--- src/rtl/multi_cycle_control_unit_pkg.sv ---
// Shared definitions for the multi-cycle RV32I control unit: opcodes, FSM
// state encoding, ALU operation and ALU operand-B select codes.
package multi_cycle_control_unit_pkg;

  localparam logic [6:0] OPC_LOAD    = 7'b0000011;
  localparam logic [6:0] OPC_STORE   = 7'b0100011;
  localparam logic [6:0] OPC_BRANCH  = 7'b1100011;
  localparam logic [6:0] OPC_JAL     = 7'b1101111;
  localparam logic [6:0] OPC_JALR    = 7'b1100111;
  localparam logic [6:0] OPC_ARITH_R = 7'b0110011;
  localparam logic [6:0] OPC_ARITH_I = 7'b0010011;
  localparam logic [6:0] OPC_SYSTEM  = 7'b1110011;

  typedef enum logic [2:0] {
    S_IF   = 3'd0,
    S_ID   = 3'd1,
    S_EX   = 3'd2,
    S_MEM  = 3'd3,
    S_WB   = 3'd4,
    S_HALT = 3'd5
  } state_t;

  localparam logic [1:0] ALU_OP_ADD    = 2'b00;
  localparam logic [1:0] ALU_OP_BRANCH = 2'b01;
  localparam logic [1:0] ALU_OP_FUNCT  = 2'b10;

  localparam logic [1:0] SRC_B_RS2  = 2'b00;
  localparam logic [1:0] SRC_B_FOUR = 2'b01;
  localparam logic [1:0] SRC_B_IMM  = 2'b10;

  function automatic logic is_arith(input logic [6:0] opc);
    return (opc == OPC_ARITH_R) || (opc == OPC_ARITH_I);
  endfunction

endpackage

--- src/rtl/multi_cycle_control_unit_mem_wait_counter.sv ---
// Memory-latency wait counter shared by the fetch and memory states; counts
// 0..MEM_LATENCY-1 while start is high and flags the final cycle.
module mem_wait_counter #(
  parameter int MEM_LATENCY = 1
) (
  input  logic clk,
  input  logic start,
  input  logic clear,
  output logic last
);

  localparam int CNT_W = (MEM_LATENCY > 1) ? $clog2(MEM_LATENCY) : 1;
  localparam logic [CNT_W-1:0] CNT_MAX = CNT_W'(MEM_LATENCY - 1);

  logic [CNT_W-1:0] count_r;

  assign last = (count_r == CNT_MAX);

  // Advance while a wait state is active; return to zero on the last cycle or when idle.
  always_ff @(posedge clk) begin
    if (clear) begin
      count_r <= '0;
    end else if (start && !last) begin
      count_r <= count_r + CNT_W'(1);
    end else begin
      count_r <= '0;
    end
  end

endmodule

--- src/rtl/multi_cycle_control_unit.sv ---
// Multi-cycle RV32I sequencing FSM (IF/ID/EX/MEM/WB/HALT) driving the shared
// ALU/memory datapath. Optional ECALL halt: define MULTI_CYCLE_ECALL_HALT_EN.
module multi_cycle_control_unit
  import multi_cycle_control_unit_pkg::*;
#(
  parameter int MEM_LATENCY = 1,
  parameter int ALU_OP_W    = 2
) (
  input  logic                clk,
  input  logic                reset,
  input  logic [6:0]          part_of_inst,
  input  logic                bcond,
  input  logic                ecall_x17_is_10,
  output logic                pc_write,
  output logic                pc_source,
  output logic                i_or_d,
  output logic                mem_read,
  output logic                mem_write,
  output logic                ir_write,
  output logic                reg_write,
  output logic                mem_to_reg,
  output logic                pc_to_reg,
  output logic                alu_src_a,
  output logic [1:0]          alu_src_b,
  output logic [ALU_OP_W-1:0] alu_op,
  output logic                is_halted
);

  state_t     state_r;
  state_t     next_s;
  logic       wait_last_s;
  logic       wait_start_s;
  logic       halt_take_s;
  logic [1:0] alu_op_s;

  assign wait_start_s = (state_r == S_IF) || (state_r == S_MEM);

  mem_wait_counter #(.MEM_LATENCY(MEM_LATENCY)) u_wait (
    .clk   (clk),
    .start (wait_start_s),
    .clear (reset),
    .last  (wait_last_s)
  );

`ifdef MULTI_CYCLE_ECALL_HALT_EN
  logic is_halted_r;

  assign halt_take_s = ecall_x17_is_10;
  assign is_halted   = is_halted_r;

  // Sticky halt flag, set together with the transition into HALT.
  always_ff @(posedge clk) begin
    if (reset) begin
      is_halted_r <= 1'b0;
    end else if (next_s == S_HALT) begin
      is_halted_r <= 1'b1;
    end else begin
      is_halted_r <= is_halted_r;
    end
  end
`else
  logic unused_ecall_s;

  assign unused_ecall_s = ecall_x17_is_10;
  assign halt_take_s    = 1'b0;
  assign is_halted      = 1'b0;
`endif

  // State register.
  always_ff @(posedge clk) begin
    if (reset) begin
      state_r <= S_IF;
    end else begin
      state_r <= next_s;
    end
  end

  // Next-state and strobe decode from the current state and opcode.
  always_comb begin
    next_s     = state_r;
    pc_write   = 1'b0;
    pc_source  = 1'b0;
    i_or_d     = 1'b0;
    mem_read   = 1'b0;
    mem_write  = 1'b0;
    ir_write   = 1'b0;
    reg_write  = 1'b0;
    mem_to_reg = 1'b0;
    pc_to_reg  = 1'b0;
    alu_src_a  = 1'b0;
    alu_src_b  = SRC_B_RS2;
    alu_op_s   = ALU_OP_ADD;
    case (state_r)
      S_IF: begin
        mem_read = 1'b1;
        if (wait_last_s) begin
          ir_write = 1'b1;
          next_s   = S_ID;
        end else begin
          next_s   = S_IF;
        end
      end
      S_ID: begin
        alu_src_b = SRC_B_IMM;
        if (part_of_inst == OPC_JAL) begin
          next_s = S_WB;
        end else if (part_of_inst == OPC_SYSTEM) begin
          next_s = halt_take_s ? S_HALT : S_WB;
        end else begin
          next_s = S_EX;
        end
      end
      S_EX: begin
        alu_src_a = 1'b1;
        next_s    = S_WB;
        case (part_of_inst)
          OPC_ARITH_R: alu_op_s = ALU_OP_FUNCT;
          OPC_ARITH_I: begin
            alu_src_b = SRC_B_IMM;
            alu_op_s  = ALU_OP_FUNCT;
          end
          OPC_LOAD, OPC_STORE: begin
            alu_src_b = SRC_B_IMM;
            next_s    = S_MEM;
          end
          OPC_JALR: alu_src_b = SRC_B_IMM;
          OPC_BRANCH: begin
            alu_op_s = ALU_OP_BRANCH;
            if (bcond) begin
              pc_write  = 1'b1;
              pc_source = 1'b1;
              next_s    = S_IF;
            end else begin
              next_s    = S_WB;
            end
          end
          default: next_s = S_WB;
        endcase
      end
      S_MEM: begin
        i_or_d    = 1'b1;
        mem_read  = (part_of_inst == OPC_LOAD);
        mem_write = (part_of_inst == OPC_STORE);
        next_s    = wait_last_s ? S_WB : S_MEM;
      end
      S_WB: begin
        alu_src_b  = SRC_B_FOUR;
        pc_write   = 1'b1;
        pc_source  = (part_of_inst == OPC_JAL) || (part_of_inst == OPC_JALR);
        pc_to_reg  = (part_of_inst == OPC_JAL) || (part_of_inst == OPC_JALR);
        mem_to_reg = (part_of_inst == OPC_LOAD);
        reg_write  = (part_of_inst == OPC_LOAD) || is_arith(part_of_inst) ||
                     (part_of_inst == OPC_JAL) || (part_of_inst == OPC_JALR);
        next_s     = S_IF;
      end
      S_HALT: next_s = S_HALT;
      default: next_s = S_IF;
    endcase
    if (reset) begin
      pc_write   = 1'b0;
      pc_source  = 1'b0;
      i_or_d     = 1'b0;
      mem_read   = 1'b0;
      mem_write  = 1'b0;
      ir_write   = 1'b0;
      reg_write  = 1'b0;
      mem_to_reg = 1'b0;
      pc_to_reg  = 1'b0;
      alu_src_a  = 1'b0;
      alu_src_b  = SRC_B_RS2;
      alu_op_s   = ALU_OP_ADD;
    end else begin
      alu_op_s   = alu_op_s;
    end
  end

  assign alu_op = ALU_OP_W'(alu_op_s);

endmodule

--- config.mk ---
export PLATFORM = sky130hd
export DESIGN_NAME = multi_cycle_control_unit
export DESIGN_NICKNAME = d
export VERILOG_FILES = /design/src/rtl/multi_cycle_control_unit_pkg.sv /design/src/rtl/multi_cycle_control_unit_mem_wait_counter.sv /design/src/rtl/multi_cycle_control_unit.sv
export SDC_FILE = /design/constraint.sdc
export NUM_CORES = 1
export LEC_CHECK = 0
export CAP_MARGIN = 20
export CORE_AREA = 2 2 39 41
export DETAILED_ROUTE_END_ITERATION = 8
export DIE_AREA = 0 0 41 43
export PLACE_DENSITY = 0.76
export SLEW_MARGIN = 20
export SYNTH_ARGS = -nofsm -noshare
export SYNTH_HDL_FRONTEND = slang
export SYNTH_HIERARCHICAL = 1
export SYNTH_SLANG_ARGS = --single-unit
--- constraint.sdc ---
create_clock -name clk -period 3.05 [get_ports clk]
set_clock_uncertainty 0.2 [all_clocks]
set_input_delay 0.305 -clock clk [delete_from_list [all_inputs] [get_ports clk]]
set_output_delay 0.305 -clock clk [all_outputs]
set_load 0.01 [all_outputs]
After elaboration in Yosys (flattened, before gate mapping). Cells that the tools add are included.

Bits in registers: 4. Input bits: 11. Output and inout port bits: 15. Word-level logic and storage cells: 65.

$add $sub $neg: 1. Eq/ne operators: 13. Multiplexer cells: 36. Bitwise operators: 1. Reduce and logical (&&, ||, !) cells: 12.

Operators by type and width (count): equality test 7 bit (second input constant) (4); 2-to-1 mux 1 bit (21); one-hot mux 3 bit (5 select lines) (1); equality test 7 x 6 -> 1 bit (second input constant) (2); 2-to-1 mux 3 bit (4); 2-to-1 mux 2 bit (4); equality test 7 x 2 -> 1 bit (second input constant) (1); equality test 7 x 5 -> 1 bit (second input constant) (1); equality test 3 x 2 -> 1 bit (second input constant) (2); equality test 3 bit (second input constant) (2); logical OR 1 bit (6); one-hot mux 1 bit (2 select lines) (3); one-hot mux 2 bit (3 select lines) (1); one-hot mux 3 bit (2 select lines) (1); OR reduction 2 bit (3); one-hot mux 2 bit (2 select lines) (1); OR reduction 4 bit (1); equality test 3 x 1 -> 1 bit (second input constant) (1); zero test 3 bit (1); adder 1 bit (second input constant) (1); logical AND 1 bit (1); inverter 1 bit (1).

Depth between registers and ports, before layout.
Depth after elaboration: 7. Gate-level depth with buffers: 4. Gate-level depth less buffers: 4.

Modules after synthesis. The synthesis kept the hierarchy.

By module, submodules not included: multi_cycle_control_unit (instances 1, cells each 69, area an instance 503.0 µm², sequential area each 60.1 µm²); mem_wait_counter (instances 1, cells each 3, area an instance 27.5 µm², sequential area each 20.0 µm²).

Worst setup path after synthesis. OpenSTA, ideal clock, no wires.

Path type: register -> output. Start point: reg state_r[2]. End point: out mem_read. Data arrival time: 1373 ps. Data required time: 2545 ps. Path slack: 1172 ps. Cell stages (with the launch flop): 5. Buffers on the path: 1. Cell sequence: dfxtp_1 buf_4 or2_2 or3_1 o31ai_1.

Longest elaborated chain between the ends: 3. Elaborated cells between the ends (all ways): 4. Classes of those cells: eq/ne (1); mux (2); reduce/logical (1).

RTL lines: start: declaration (line multi_cycle_control_unit.sv:29) `state_t state_r;`; start signal: assignment (line multi_cycle_control_unit.sv:74) `state_r <= next_s;`; equality test 3 x 2 -> 1 bit or zero test 3 bit (tied branches) (line multi_cycle_control_unit.sv:93) `case (state_r)`; one-hot mux 1 bit (2 select lines) * (line multi_cycle_control_unit.sv:93); 2-to-1 mux 1 bit * (line multi_cycle_control_unit.sv:159) `if (reset) begin`; end: declaration (line multi_cycle_control_unit.sv:17) `output logic mem_read,`.

Mark *: on every way between the ends. The rest lies on a longest branch, timed or not.

Worst setup path in the final report.
Start point: in part_of_inst[4]. End point: out reg_write.

Longest elaborated chain between the ends: 7. Elaborated cells between the ends (all ways): 11. Classes of those cells: eq/ne (5); mux (2); reduce/logical (4).

RTL lines: start: declaration (line multi_cycle_control_unit.sv:11) `input logic [6:0] part_of_inst,`; equality test 7 x 6 -> 1 bit or equality test 7 x 5 -> 1 bit (tied branches) (line multi_cycle_control_unit_pkg.sv:32) `return (opc == OPC_ARITH_R) || (opc == OPC_ARITH_I);`; logical OR 1 bit (line multi_cycle_control_unit_pkg.sv:32); logical OR 1 bit (2 in a row) (line multi_cycle_control_unit.sv:152) `reg_write = (part_of_inst == OPC_LOAD) || is_arith(part_of_inst) ||`; logical OR 1 bit * (line multi_cycle_control_unit.sv:153) `(part_of_inst == OPC_JAL) || (part_of_inst == OPC_JALR);`; 2-to-1 mux 1 bit * (line multi_cycle_control_unit.sv:93); 2-to-1 mux 1 bit * (line multi_cycle_control_unit.sv:159); end: declaration (line multi_cycle_control_unit.sv:20) `output logic reg_write,`.

Marked as above.

==> metrics <==
Placed Area=~730 sq um; Area Growth Syn to Fin=44.36%; reg2reg start=state_r[0]; io pins=26; fin crit period=approximately 2.7 ns; vias in the first global route=between 500 and 600; fmax=about 370 MHz; final WL=approximately 1300 um; core box area=about 0.0014 sq mm; type of origin of the critical path=input port; hold path start=u_wait/count_r; Crit path max-delay family=buffers and inverters; synthesis warning total=6; max_cap viols=0; H-tree depth=1; Final nets=104; Final Setup Violations=0; Skew-Pair Late Insertion Delay=approximately 0.23 ns; DR vias=593; Fin. Hold Viols=0; Worst Path Required=between 2 and 3 ns; FP Rows=14; Diodes inserted=0; worst-path cell chain=clkdlybuf4s50_1 > and2b_2 > or4_1 > a21oi_1 > clkdlybuf4s50_1; critical path arrival=around 2.2 ns; crit path max fanout=8; post-CTS sizing=0; post-route DRC violation count=0; multi-input logic area=between 300 and 400 sq um; Avg Synthesized Cell Area=about 7.5 sq um; Final period util=0.8945; CTS buffer count=3; Final WS setup=about 0.32 ns; CTS Root Cell=clkbuf_4; share of layout cells above drive strength 1=0.1209; gate count of the mapped netlist=70; total grt overflow=0; Starting Density=0.3770; buffers added on ports=23; Syn Std Cell Area=around 520 sq um; RSZ-0062 raised after global routing=no; pre-CTS setup slack=around 0.33 ns; clock slew at reported path FFs=0.04 ns; Die Wd=41 um; vias per inst=between 5 and 6; CTS Hold Bufs=0; DP HPWL=between 900 and 1000 um; height of the die=approximately 43 um; Routability Congestion=between 0.7 and 0.8; most frequent CP cell=clkdlybuf4s50_1; Non-Filler Instances=107; largest net degree at the start of global routing=12; Post-Place Cells=between 100 and 150; status=finished clean; CTS max path bufs=2; HP Class=flop to flop; worst vdd ir=0.0001330 V; Die Area=roughly 0.0018 sq mm; GRT Total Usage=0.1729; LEAKAGE=0.2679 nW; Reg area=80.08 sq um; WS Path Type=input port to output pin; CTS tree=done; Final Max Tran Viols=0; total power=0.1860 mW; post-route ant nets=0; Final TNS setup=0 ns; slowest cell delay on critical path=around 0.6 ns; Mapped Nets=roughly 80; Critical Path End Type=output pin; first-pass GRT wire length=about 2100 um; initial antenna violation count=0; Routed WL per cell=around 12 um; fillers=about 160; Final Cell Area=between 700 and 800 sq um; postcts setup bufs=0; Sink Count=4; Worst Path Buf+Inv=2; crit path max-delay cell type=clkdlybuf4s50_1; iteration count of the initial detailed-routing pass=3; initial DRC count=3; Power Density=around 250 mW/mm^2; CP Launch Point=part_of_inst[4]
worst reg2reg max path, stage by stage, from the launching register on:
cell and delay, ns:
dfxtp_1 0.53, or2b_2 0.35, a2111oi_2 0.27, a211o_1 0.14
per-stage QoR:
| stage | hold slack (ns) | utilization |
|---|---|---|
| 4_1_cts | 0.4750 | 0.5443 |
| 3_3_place_gp | 0.4507 | 0.5280 |
| 2_1_floorplan | 0.2203 | - |
| 3_5_place_dp | 0.4649 | 0.5280 |
| 5_1_grt | 0.5017 | 0.5443 |
| 6_report | 0.4695 | 0.5443 |
final cells by class:
type / count / share of cell area
multi-input combinational: 55 / 0.4967
timing repair buffer: 24 / 0.3156
sequential: 4 / 0.1063
clock buffer: 3 / 0.02990
tap: 16 / 0.02658
inverter: 5 / 0.02492
final timing paths:
| check | to | slack, ns | cells past startpoint |
|---|---|---|---|
| worst max-delay path | reg_write | 0.32 | 5 |
| worst min-delay path | state_r[0] | 0.47 | 3 |
| worst max register to register | state_r[2] | 1.50 | 3 |
| worst min register to register | state_r[0] | 0.47 | 3 |
layout by cell type (no fill, tap or decap):
master           count
nor3b_1              1
or3_1                1
or3b_1               1
clkdlybuf4s50_1     23
nand2_1              5
conb_1               2
nand4b_1             1
o21ai_0              1
a2111oi_2            1
o22ai_1              2
nand3_1              3
a211o_1              1
and2_1               1
and3b_1              1
or2b_1               1
buf_4                1
and4b_2              1
a211oi_1             1
a2bb2oi_1            1
o31ai_1              1
a21bo_2              1
and2b_2              1
dfxtp_1              4
clkbuf_4             3
or2b_2               1
nor4_1               4
nand4_1              2
or4_1                1
nand2b_1             1
nand3b_1             3
o32ai_1              2
o2111ai_1            1
and3_1               1
a21oi_1              4
inv_1                5
or2_2                1
nor4b_4              1
nor2_1               5
where the power goes:
group / switching, mW / leakage [nW] / total (mW) / internal (mW)
registers: 0.00689 / 0.0330 / 0.0627 / 0.0558
logic: 0.0277 / 0.221 / 0.0601 / 0.0325
clock network: 0.0193 / 0.0138 / 0.0632 / 0.0439
total: 0.0539 / 0.268 / 0.186 / 0.132
per-layer routing:
layer  vias up  GRT usage  part of all wire  routed length [um]
met5         -          0                 0                   0
met4         0     0.1000                 0                   0
met3         0    0.03141             0.070                  89
met2        19     0.2688              0.49                 623
met1       267     0.2097              0.44                 551
li1        307          -                 -                   -
state kept, by name, summed over array words and instances, names as in the netlist:
signal	flops
state_r	3
u_wait/count_r	1
(Power assumes the default switching activity.)
